## src/rtl/sig_preemphasis.sv

```systemverilog
// Microphone front end: leaky-integrator DC removal followed by first-order
// pre-emphasis, delivered on a valid/rdy stream with a sticky saturation flag.
module sig_preemphasis #(
  parameter int DC_SHIFT = 10,
  parameter int PE_SHIFT = 5
) (
  input  logic        clk,
  input  logic        rst,
  input  logic        init,
  input  logic [15:0] raw_data,
  input  logic        raw_valid,
  output logic        raw_rdy,
  output logic [15:0] audio_data,
  output logic        audio_valid,
  input  logic        audio_rdy,
  output logic        clip
);

  localparam int ACC_W = 18 + DC_SHIFT;
  localparam logic signed [ACC_W-1:0] ACC_MAX = {1'b0, {(ACC_W-1){1'b1}}};
  localparam logic signed [ACC_W-1:0] ACC_MIN = {1'b1, {(ACC_W-1){1'b0}}};

  logic signed [ACC_W-1:0] acc;
  logic signed [ACC_W-1:0] acc_next;
  logic signed [ACC_W:0]   acc_sum;
  logic signed [17:0]      dc;
  logic signed [15:0]      raw_s;
  logic signed [18:0]      diff;
  logic signed [15:0]      d;
  logic                    d_clamped;
  logic signed [15:0]      s1_data;
  logic                    s1_valid;
  logic signed [15:0]      prev;
  logic signed [15:0]      pe_tap;
  logic signed [17:0]      t;
  logic signed [15:0]      y;
  logic                    t_clamped;
  logic                    en;
  logic                    accept;

  assign en      = !audio_valid || audio_rdy;
  assign raw_rdy = en && !init;
  assign accept  = raw_valid && raw_rdy;

  // acc has DC_SHIFT fractional bits, so the shifted tracker always fits 18 bits
  assign raw_s  = raw_data;
  assign dc     = 18'(acc >>> DC_SHIFT);
  assign pe_tap = prev >>> PE_SHIFT;

  always_comb begin
    diff      = {{3{raw_s[15]}}, raw_s} - {dc[17], dc};
    d         = diff[15:0];
    d_clamped = 1'b0;
    if (diff > 19'sd32767) begin
      d         = 16'sh7fff;
      d_clamped = 1'b1;
    end else if (diff < -19'sd32768) begin
      d         = 16'sh8000;
      d_clamped = 1'b1;
    end
  end

  always_comb begin
    acc_sum  = {acc[ACC_W-1], acc} + {{(ACC_W-15){d[15]}}, d};
    acc_next = acc_sum[ACC_W-1:0];
    if (acc_sum[ACC_W] != acc_sum[ACC_W-1])
      acc_next = acc_sum[ACC_W] ? ACC_MIN : ACC_MAX;
  end

  always_comb begin
    t = {{2{s1_data[15]}}, s1_data} - {{2{prev[15]}}, prev} + {{2{pe_tap[15]}}, pe_tap};
    y         = t[15:0];
    t_clamped = 1'b0;
    if (t > 18'sd32767) begin
      y         = 16'sh7fff;
      t_clamped = 1'b1;
    end else if (t < -18'sd32768) begin
      y         = 16'sh8000;
      t_clamped = 1'b1;
    end
  end

  always_ff @(posedge clk or posedge rst) begin
    if (rst) begin
      acc         <= '0;
      prev        <= '0;
      s1_data     <= '0;
      s1_valid    <= 1'b0;
      audio_data  <= '0;
      audio_valid <= 1'b0;
      clip        <= 1'b0;
    end else if (init) begin
      acc         <= '0;
      prev        <= '0;
      s1_valid    <= 1'b0;
      audio_valid <= 1'b0;
      clip        <= 1'b0;
    end else if (en) begin
      if (accept) begin
        s1_data  <= d;
        s1_valid <= 1'b1;
        acc      <= acc_next;
      end else begin
        s1_valid <= 1'b0;
      end
      // bubbles leave prev and audio_data untouched so history tracks real samples only
      if (s1_valid) begin
        audio_data  <= y;
        prev        <= s1_data;
        audio_valid <= 1'b1;
      end else begin
        audio_valid <= 1'b0;
      end
      if ((accept && d_clamped) || (s1_valid && t_clamped))
        clip <= 1'b1;
    end
  end

endmodule

```

## config.mk

```make
export PLATFORM = sky130hd
export DESIGN_NAME = sig_preemphasis
export DESIGN_NICKNAME = d
export VERILOG_FILES = /design/src/rtl/sig_preemphasis.sv
export SDC_FILE = /design/constraint.sdc
export NUM_CORES = 1
export LEC_CHECK = 0
export CAP_MARGIN = 20
export CORE_MARGIN = 2
export CORE_UTILIZATION = 54
export DETAILED_ROUTE_END_ITERATION = 16
export PLACE_DENSITY = 0.73
export REMOVE_ABC_BUFFERS = 1
export SYNTH_ARGS = -nofsm -noshare
export SYNTH_HDL_FRONTEND = slang
export SYNTH_SLANG_ARGS = --single-unit
export TNS_END_PERCENT = 30
```

## constraint.sdc

```tcl
create_clock -name clk -period 15.6 [get_ports clk]
set_clock_uncertainty 0.15 [all_clocks]
set_input_delay 2.34 -clock clk [delete_from_list [all_inputs] [get_ports clk]]
set_output_delay 2.34 -clock clk [all_outputs]
set_load 0.02 [all_outputs]
```

# After elaboration in Yosys (flattened, before gate mapping)
# Cells that the tools add are included.
[word_totals]
reg_bits = 79
in_bits = 21
output_inout_bits = 19
[classes]
add_sub_neg = 4
order_cmp = 4
n_eq_ne = 1
mux = 25
n_bitwise = 1
n_reduce_logical = 17
[op_table]
columns = ["op", "n"]
rows = [
  ["$mux 28", 5],
  ["$mux 16", 7],
  ["$add 28x16->29", 1],
  ["$gt 19x16->1 const B", 1],
  ["$lt 19x16->1 const B", 1],
  ["$sub 16x18->19", 1],
  ["$add 17x11->18", 1],
  ["$gt 18x16->1 const B", 1],
  ["$lt 18x16->1 const B", 1],
  ["$sub 16x16->17", 1],
  ["$mux 1", 13],
  ["$reduce_bool 2->1", 4],
  ["$reduce_and 2->1", 3],
  ["$reduce_and 3->1", 2],
  ["$logic_and 1x1->1", 4],
  ["$logic_not 1->1", 2],
  ["$logic_or 1x1->1", 2],
  ["$ne 1x1->1", 1],
  ["$not 1->1", 1],
]

# Longest topological paths before layout
# Gate-level depths: netlist of the first run.
[depth]
word_depth = 10
depth_mapped = 26

# Least setup slack after synthesis of the first run
# Ideal clock, no wire load.
[synth_timing]
path_type = "input-to-reg"
start = "input port raw_data[10]"
end = "register acc[25]"
arrival_ns = 7.205
setup_slack_ns = 8.159
stages = 24
n_path_buf = 5
cell_sequence = "ha_1 -> buf_6 -> a21o_1 -> a21o_1 -> a211o_1 -> a311o_1 -> a311oi_1 -> o31ai_1 -> o21ai_2 -> buf_4 -> buf_4 -> o21ai_0 -> ha_1 -> buf_2 -> a21oi_1 -> o21ai_0 -> a21oi_1 -> or4b_1 -> a41oi_2 -> o21ai_1 -> xor2_1 -> buf_2 -> a21oi_1 -> a32oi_1"
[synth_via]
elab_chain_cells = 10
word_cells_on_any_way = 12
[synth_lines]
columns = ["item", "line", "rtl"]
rows = [
  ["from (decl)", "10", "input logic [15:0] raw_data,"],
  ["$sub 16x18->19 (*)", "51", "diff = {{3{raw_s[15]}}, raw_s} - {dc[17], dc};"],
  ["$lt 19x16->1", "57", "end else if (diff < -19'sd32768) begin"],
  ["$mux 16", "57", ""],
  ["$mux 16 (*)", "54", "if (diff > 19'sd32767) begin"],
  ["via d[12]", "29", "logic signed [15:0] d;"],
  ["$add 28x16->29 (*)", "64", "acc_sum = {acc[ACC_W-1], acc} + {{(ACC_W-15){d[15]}}, d};"],
  ["$mux 28 / $ne 1x1->1 (equally long branches)", "67, 66", ""],
  ["$mux 28 (*)", "66", "if (acc_sum[ACC_W] != acc_sum[ACC_W-1])"],
  ["$mux 28 (*)", "99", "if (accept) begin"],
  ["$mux 28 (*)", "98", "end else if (en) begin"],
  ["$mux 28 (*)", "92", "end else if (init) begin"],
  ["to (signal assigned)", "102", "acc <= acc_next;"],
  ["to (decl)", "23", "logic signed [ACC_W-1:0] acc;"],
]
# Mark *: on every way through the listed nets, which the timed path passes. The rest lies on a longest branch. The select of a mux whose other input is x is not followed.
# A chain may end at the register's enable or synchronous reset.

# Final worst setup path of the first run
[layout_timing]
start = "input port raw_data[10]"
end = "register acc[7]"
# The elaborated chain is that of the path after synthesis.

==> results.json, run 1 <==
{
  "status": "finished clean",
  "drt-wirelength-per-cell_um": 16.3,
  "io_pins": 40,
  "critPathTopFamily": "compound AO/OA/AOI/OAI gates",
  "grt-ovfl-total": 0,
  "mappedNetlistArea_um2": 7150,
  "async_flop_share_pct": 100,
  "cts.path.max_buffers": 2,
  "synth_edf_count": 0,
  "hpwl_mm": 13.1,
  "avgSynthCellArea_um2": 8.32,
  "slew_headroom_pct": 37.6,
  "fp.dieArea_um2": 14200,
  "grt_pass1_vias": 6239,
  "drt_iter0_markers": 449,
  "synth_area_leader_cell": "dfrtp_1",
  "cp.required_ps": 15650,
  "grt_max_degree": 80,
  "setup.worst_path.class": "in2reg",
  "rows": 42,
  "hold_viol": 0,
  "yosys-top-cells-count": "inv_1 (93), nand2_1 (86), dfrtp_1 (79)",
  "slew_viol_final": 0,
  "period_minus_slack_ps": 8770,
  "post_cts_resized": 0,
  "cap_viol_max_count": 0,
  "gp_congestion": 0.986,
  "synth.area.top_cells": "dfrtp_1 (28%), ha_1 (12%), inv_1 (4.9%)",
  "remaining_drc_errors": 0,
  "post-synth-top-count-cell": "inv_1",
  "cp_common_cell": "o21ai_0",
  "synth_cells": 859,
  "startpoint_type": "primary input",
  "synth_top_area_share_pct": 27.7,
  "endpoint_kind": "flip-flop",
  "cts.sinks": 79,
  "setup_viol": 0,
  "wl_mm": 17.3,
  "crit_buf_inv": 1,
  "cts.clk_slew.worst_paths_ps": 60,
  "routed-via-count": 6286,
  "n_antenna_cell": 0,
  "cts_hold_buf": 0,
  "antenna_left": 0,
  "dr.pass1.iters": 5,
  "fp.dieH_um": 119,
  "path_cells": "clkdlybuf4s50_1 -> ha_1 -> a21o_1 -> a21o_1 -> a211o_1 -> a311o_1 -> a311oi_1 -> o31ai_1 -> o21ai_2 -> o21ai_0 -> ha_1 -> a21oi_1 -> nand2_1 -> o21ai_0 -> a31oi_2 -> a41oi_2 -> o21ai_2 -> mux2_4 -> o21ai_4 -> o21ai_0",
  "tns_ps": 0,
  "grt_use_total_pct": 25.3,
  "die_w_um": 119,
  "crit_slowest_cell": "o21ai_2",
  "tightest_slew_ps": 935,
  "fmax_mhz": 114,
  "rsz0062_at_grt": "false",
  "core_area_um2": 13100,
  "grt_pass1_wl_mm": 29.1,
  "cts-root-buf": "clkbuf_16",
  "synth_cell_types": 70,
  "antenna_found_initial": 0,
  "arrival_ps": 8820,
  "cts_tree": "yes",
  "yosys_warnings": 0,
  "hold_path.class": "reg2reg",
  "ys_seq_area_share_pct": 27.7,
  "synth_ff_type": "dfrtp_1",
  "crit_path_max_incr_delay_ps": 700,
  "cts_buffers": 9,
  "nNetsFinal": 988,
  "fin_crit_sh_pct": 56.2,
  "drive_above_1_share_pct": 5.18,
  "whs_ps": 334,
  "port_buffers": 39,
  "ys_seq_elements": 79,
  "clock_latency_ps": 350,
  "htreeDepth": 3,
  "initial_utilization_pct": 54.6,
  "cts_setup_buffers": 0,
  "viasPerCell": 5.91,
  "finish.utilization_pct": 61.0,
  "worstPathMaxFanout": 27,
  "area_growth_pct": 11.7
}
[path summary, 6_finish.rpt]
kind                            slack, ps              to  depth (start not counted)            from
worst max-delay path                 6830          acc[7]                         20    raw_data[10]
worst min-delay path                  330  audio_data[15]                          2  audio_data[15]
worst max register to register       8850          acc[7]                         20         acc[20]
worst min register to register        330  audio_data[15]                          2  audio_data[15]
max in group asynchronous           12510         acc[27]                          4             rst
min in group asynchronous            2190   audio_data[0]                          3             rst
[registers in the layout, indices dropped and copies added, names as in the netlist]
signal       cells
acc             28
audio_data      16
prev            16
s1_data         16
clip             1
s1_valid         1
audio_valid      1
[layout make-up]
cell class,count,area (um^2)
Tap cell,176,220
Sequential cell,79,1980
Timing Repair Buffer,46,463
Inverter,94,354
Clock buffer,10,229
Clock inverter,6,91.3
Multi-Input combinational cell,653,4650
Fill cell,1135,5100
[cells by family (layout without fill, tap and decap cells)]
group	after synthesis	in the layout	share of synthesized area [%]
buf+inv	127	156	7.30
simple gates	224	224	14.7
flops	79	79	27.7
fa+ha+maj	84	84	16.5
mux	5	5	0.840
compound gates	291	291	27.0
xor+xnor	49	49	6.01
[per-layer routing]
metal  wire length [um]  part of all wire, %  vias to the layer above  GRT usage [%]
met2               8690                   50                      187           45.0
li1                   -                    -                     3098              -
met1               7210                   42                     2964           30.2
met4                463                  2.7                        0           9.23
met5                  0                    0                        -              0
met3                950                  5.5                       37           4.89
[worst reg2reg max path, cell delays in order (launching register included)]
cell,delay [ps]
dfrtp_1,390
inv_1,60
ha_1,380
a21o_1,200
a21o_1,200
a211o_1,300
a311o_1,350
a311oi_1,330
o31ai_1,140
o21ai_2,700
o21ai_0,450
ha_1,450
a21oi_1,230
nand2_1,70
o21ai_0,310
a31oi_2,220
a41oi_2,380
o21ai_2,140
mux2_4,350
o21ai_4,590
o21ai_0,210
[metrics by stage]
stage	cells	setup slack [ps]	instance area, um^2
after detailed placement	1046	6480	7630
after global placement	1045	6730	7620
after floorplan	826	7510	6980
after CTS	1062	6900	7950
after global routing	1064	6340	7990
final	1064	6830	7990
[cells in the final DEF, fill, tap and decap left out, drive strengths merged, types with 4 or more instances in the layout]
cell,synthesis,routed
inv,93,94
o21ai,89,89
nand2,86,86
dfrtp,79,79
ha,67,67
a21oi,58,58
nor2,54,54
a211oi,39,39
clkdlybuf4s50,0,39
xnor2,28,28
xor2,21,21
a21o,19,19
fa,17,17
o22a,13,13
nand3,12,12
nand2b,12,12
o21a,10,10
nor3,10,10
clkbuf,18,10
and3,9,9
a31oi,8,8
and2,8,8
buf,15,7
a41oi,7,7
nor2b,6,6
nand4,6,6
nor3b,5,5
o211ai,5,5
or2,5,5
a311oi,5,5
mux2,5,5
a22o,4,4
clkinv,1,4
Power of run 1 is not shown: default switching activity piles up to over one toggle a cycle in this logic, so the estimate is an artifact.
==> run 2, diff against run 1 <==
PLACE_DENSITY = 0.76   (was 0.73)
clock period = 8 ns   (was 15.6 ns; I/O delays follow)
==> results.json, run 2 (same netlist as run 1, synthesis figures left out) <==
{
  "status": "finished clean",
  "fp.dieH_um": 119,
  "htreeDepth": 3,
  "cts.sinks": 79,
  "die_w_um": 119,
  "nNetsFinal": 992,
  "period_minus_slack_ps": 7330,
  "slew_headroom_pct": 36.7,
  "rsz0062_at_grt": "false",
  "hpwl_mm": 12.7,
  "cts-root-buf": "clkbuf_16",
  "cts_hold_buf": 0,
  "rows": 42,
  "cts.path.max_buffers": 2,
  "antenna_found_initial": 0,
  "port_buffers": 39,
  "arrival_ps": 7440,
  "fmax_mhz": 136,
  "largest_reg_flops": 28,
  "tns_ps": 0,
  "setup_viol": 0,
  "area_growth_pct": 12.2,
  "worstPathMaxFanout": 27,
  "regMostFlops": "acc",
  "grt_use_total_pct": 24.5,
  "endpoint_kind": "flip-flop",
  "remaining_drc_errors": 0,
  "final_cell_mix": "inv_1 (92), nand2_1 (86), dfrtp_1 (79)",
  "cap_viol_max_count": 0,
  "grt_pass1_wl_mm": 28.1,
  "crit_path_max_incr_delay_ps": 580,
  "slew_viol_final": 0,
  "layout_commonest_cell": "inv_1",
  "setup.worst_path.class": "in2reg",
  "viasPerCell": 5.80,
  "crit_slowest_cell": "o21ai_2",
  "hold_viol": 0,
  "routed-via-count": 6187,
  "cts_setup_buffers": 0,
  "drt-wirelength-per-cell_um": 15.8,
  "cts.clk_slew.worst_paths_ps": 60,
  "fp.dieArea_um2": 14200,
  "critPathTopFamily": "compound AO/OA/AOI/OAI gates",
  "multiInputGateArea_um2": 4650,
  "tightest_slew_ps": 949,
  "fin_crit_sh_pct": 91.6,
  "cts_tree": "yes",
  "grt_pass1_vias": 5908,
  "cp.required_ps": 8110,
  "startpoint_type": "primary input",
  "wl_mm": 16.9,
  "io_pins": 40,
  "core_area_um2": 13100,
  "cts_buffers": 9,
  "fill_cells": 1174,
  "antenna_left": 0,
  "regArea_um2": 1980,
  "dr.pass1.iters": 5,
  "gp_congestion": 0.936,
  "n_antenna_cell": 0,
  "clock_latency_ps": 350,
  "initial_utilization_pct": 54.6,
  "crit_buf_inv": 2,
  "drive_above_1_share_pct": 5.61,
  "grt-ovfl-total": 0,
  "grt_max_degree": 80,
  "post_cts_resized": 0,
  "drt_iter0_markers": 260,
  "path_cells": "clkdlybuf4s50_1 -> ha_1 -> a21o_1 -> a21o_1 -> a211o_1 -> a311o_1 -> a311oi_1 -> o31ai_1 -> o21ai_2 -> nor2b_1 -> nor2_1 -> ha_1 -> a211oi_1 -> o21ai_1 -> o21a_1 -> or4b_1 -> a41oi_2 -> o211ai_1 -> xor2_1 -> o21ai_4 -> buf_4 -> o21ai_0",
  "hold_path.class": "reg2reg"
}
run 2: changes by cell type in the layout (fill, tap and decap cells not counted), sizes merged:
cell / delta
inv: -2
buf: +4
clkinv: +1
run 2: worst paths after layout:
kind,startpoint,to,slack (ps),cells after the start
max,raw_data[10],acc[18],670,22
min,audio_data[15],audio_data[15],330,2
max reg2reg,acc[12],acc[18],1570,22
min reg2reg,audio_data[15],audio_data[15],330,2
max in group asynchronous,rst,acc[22],6060,4
min in group asynchronous,rst,audio_data[2],1040,3
run 2: cell type report:
type                    count  share of cell area (%)
inverters                  94                    4.42
repair buffers             50                    6.15
flip-flops and latches     79                    24.7
multi-input cells         653                    58.0
clock inverters             5                    1.03
well taps                 176                    2.75
clock buffers              10                    2.98
run 2: metrics by stage:
stage	instance area (um^2)	std cells	hold WS, ps	setup WS (ps)	utilization [%]
3_3_place_gp	7650	1049	314	523	58.5
2_1_floorplan	6980	826	306	1050	-
4_1_cts	7980	1064	338	784	60.9
6_report	8020	1067	328	672	61.3
5_1_grt	8020	1067	373	284	61.3
3_5_place_dp	7650	1049	324	441	58.5
run 2: routing by layer:
metal	wire length [um]	GRT usage (%)	vias up
met4	376	9.00	0
met2	8070	41.9	172
li1	-	-	3117
met1	7610	31.6	2872
met5	0	0	-
met3	803	3.21	26
run 2: worst register-to-register path, delay by kind of cell (launching register included):
| kind | cells | cell delay, ps |
|---|---|---|
| buf+inv | 2 | 300 |
| simple gates | 4 | 1390 |
| fa+ha+maj | 2 | 650 |
| flops | 1 | 430 |
| compound gates | 12 | 2840 |
| xor+xnor | 2 | 560 |
Power of run 2 is left out for the same reason.
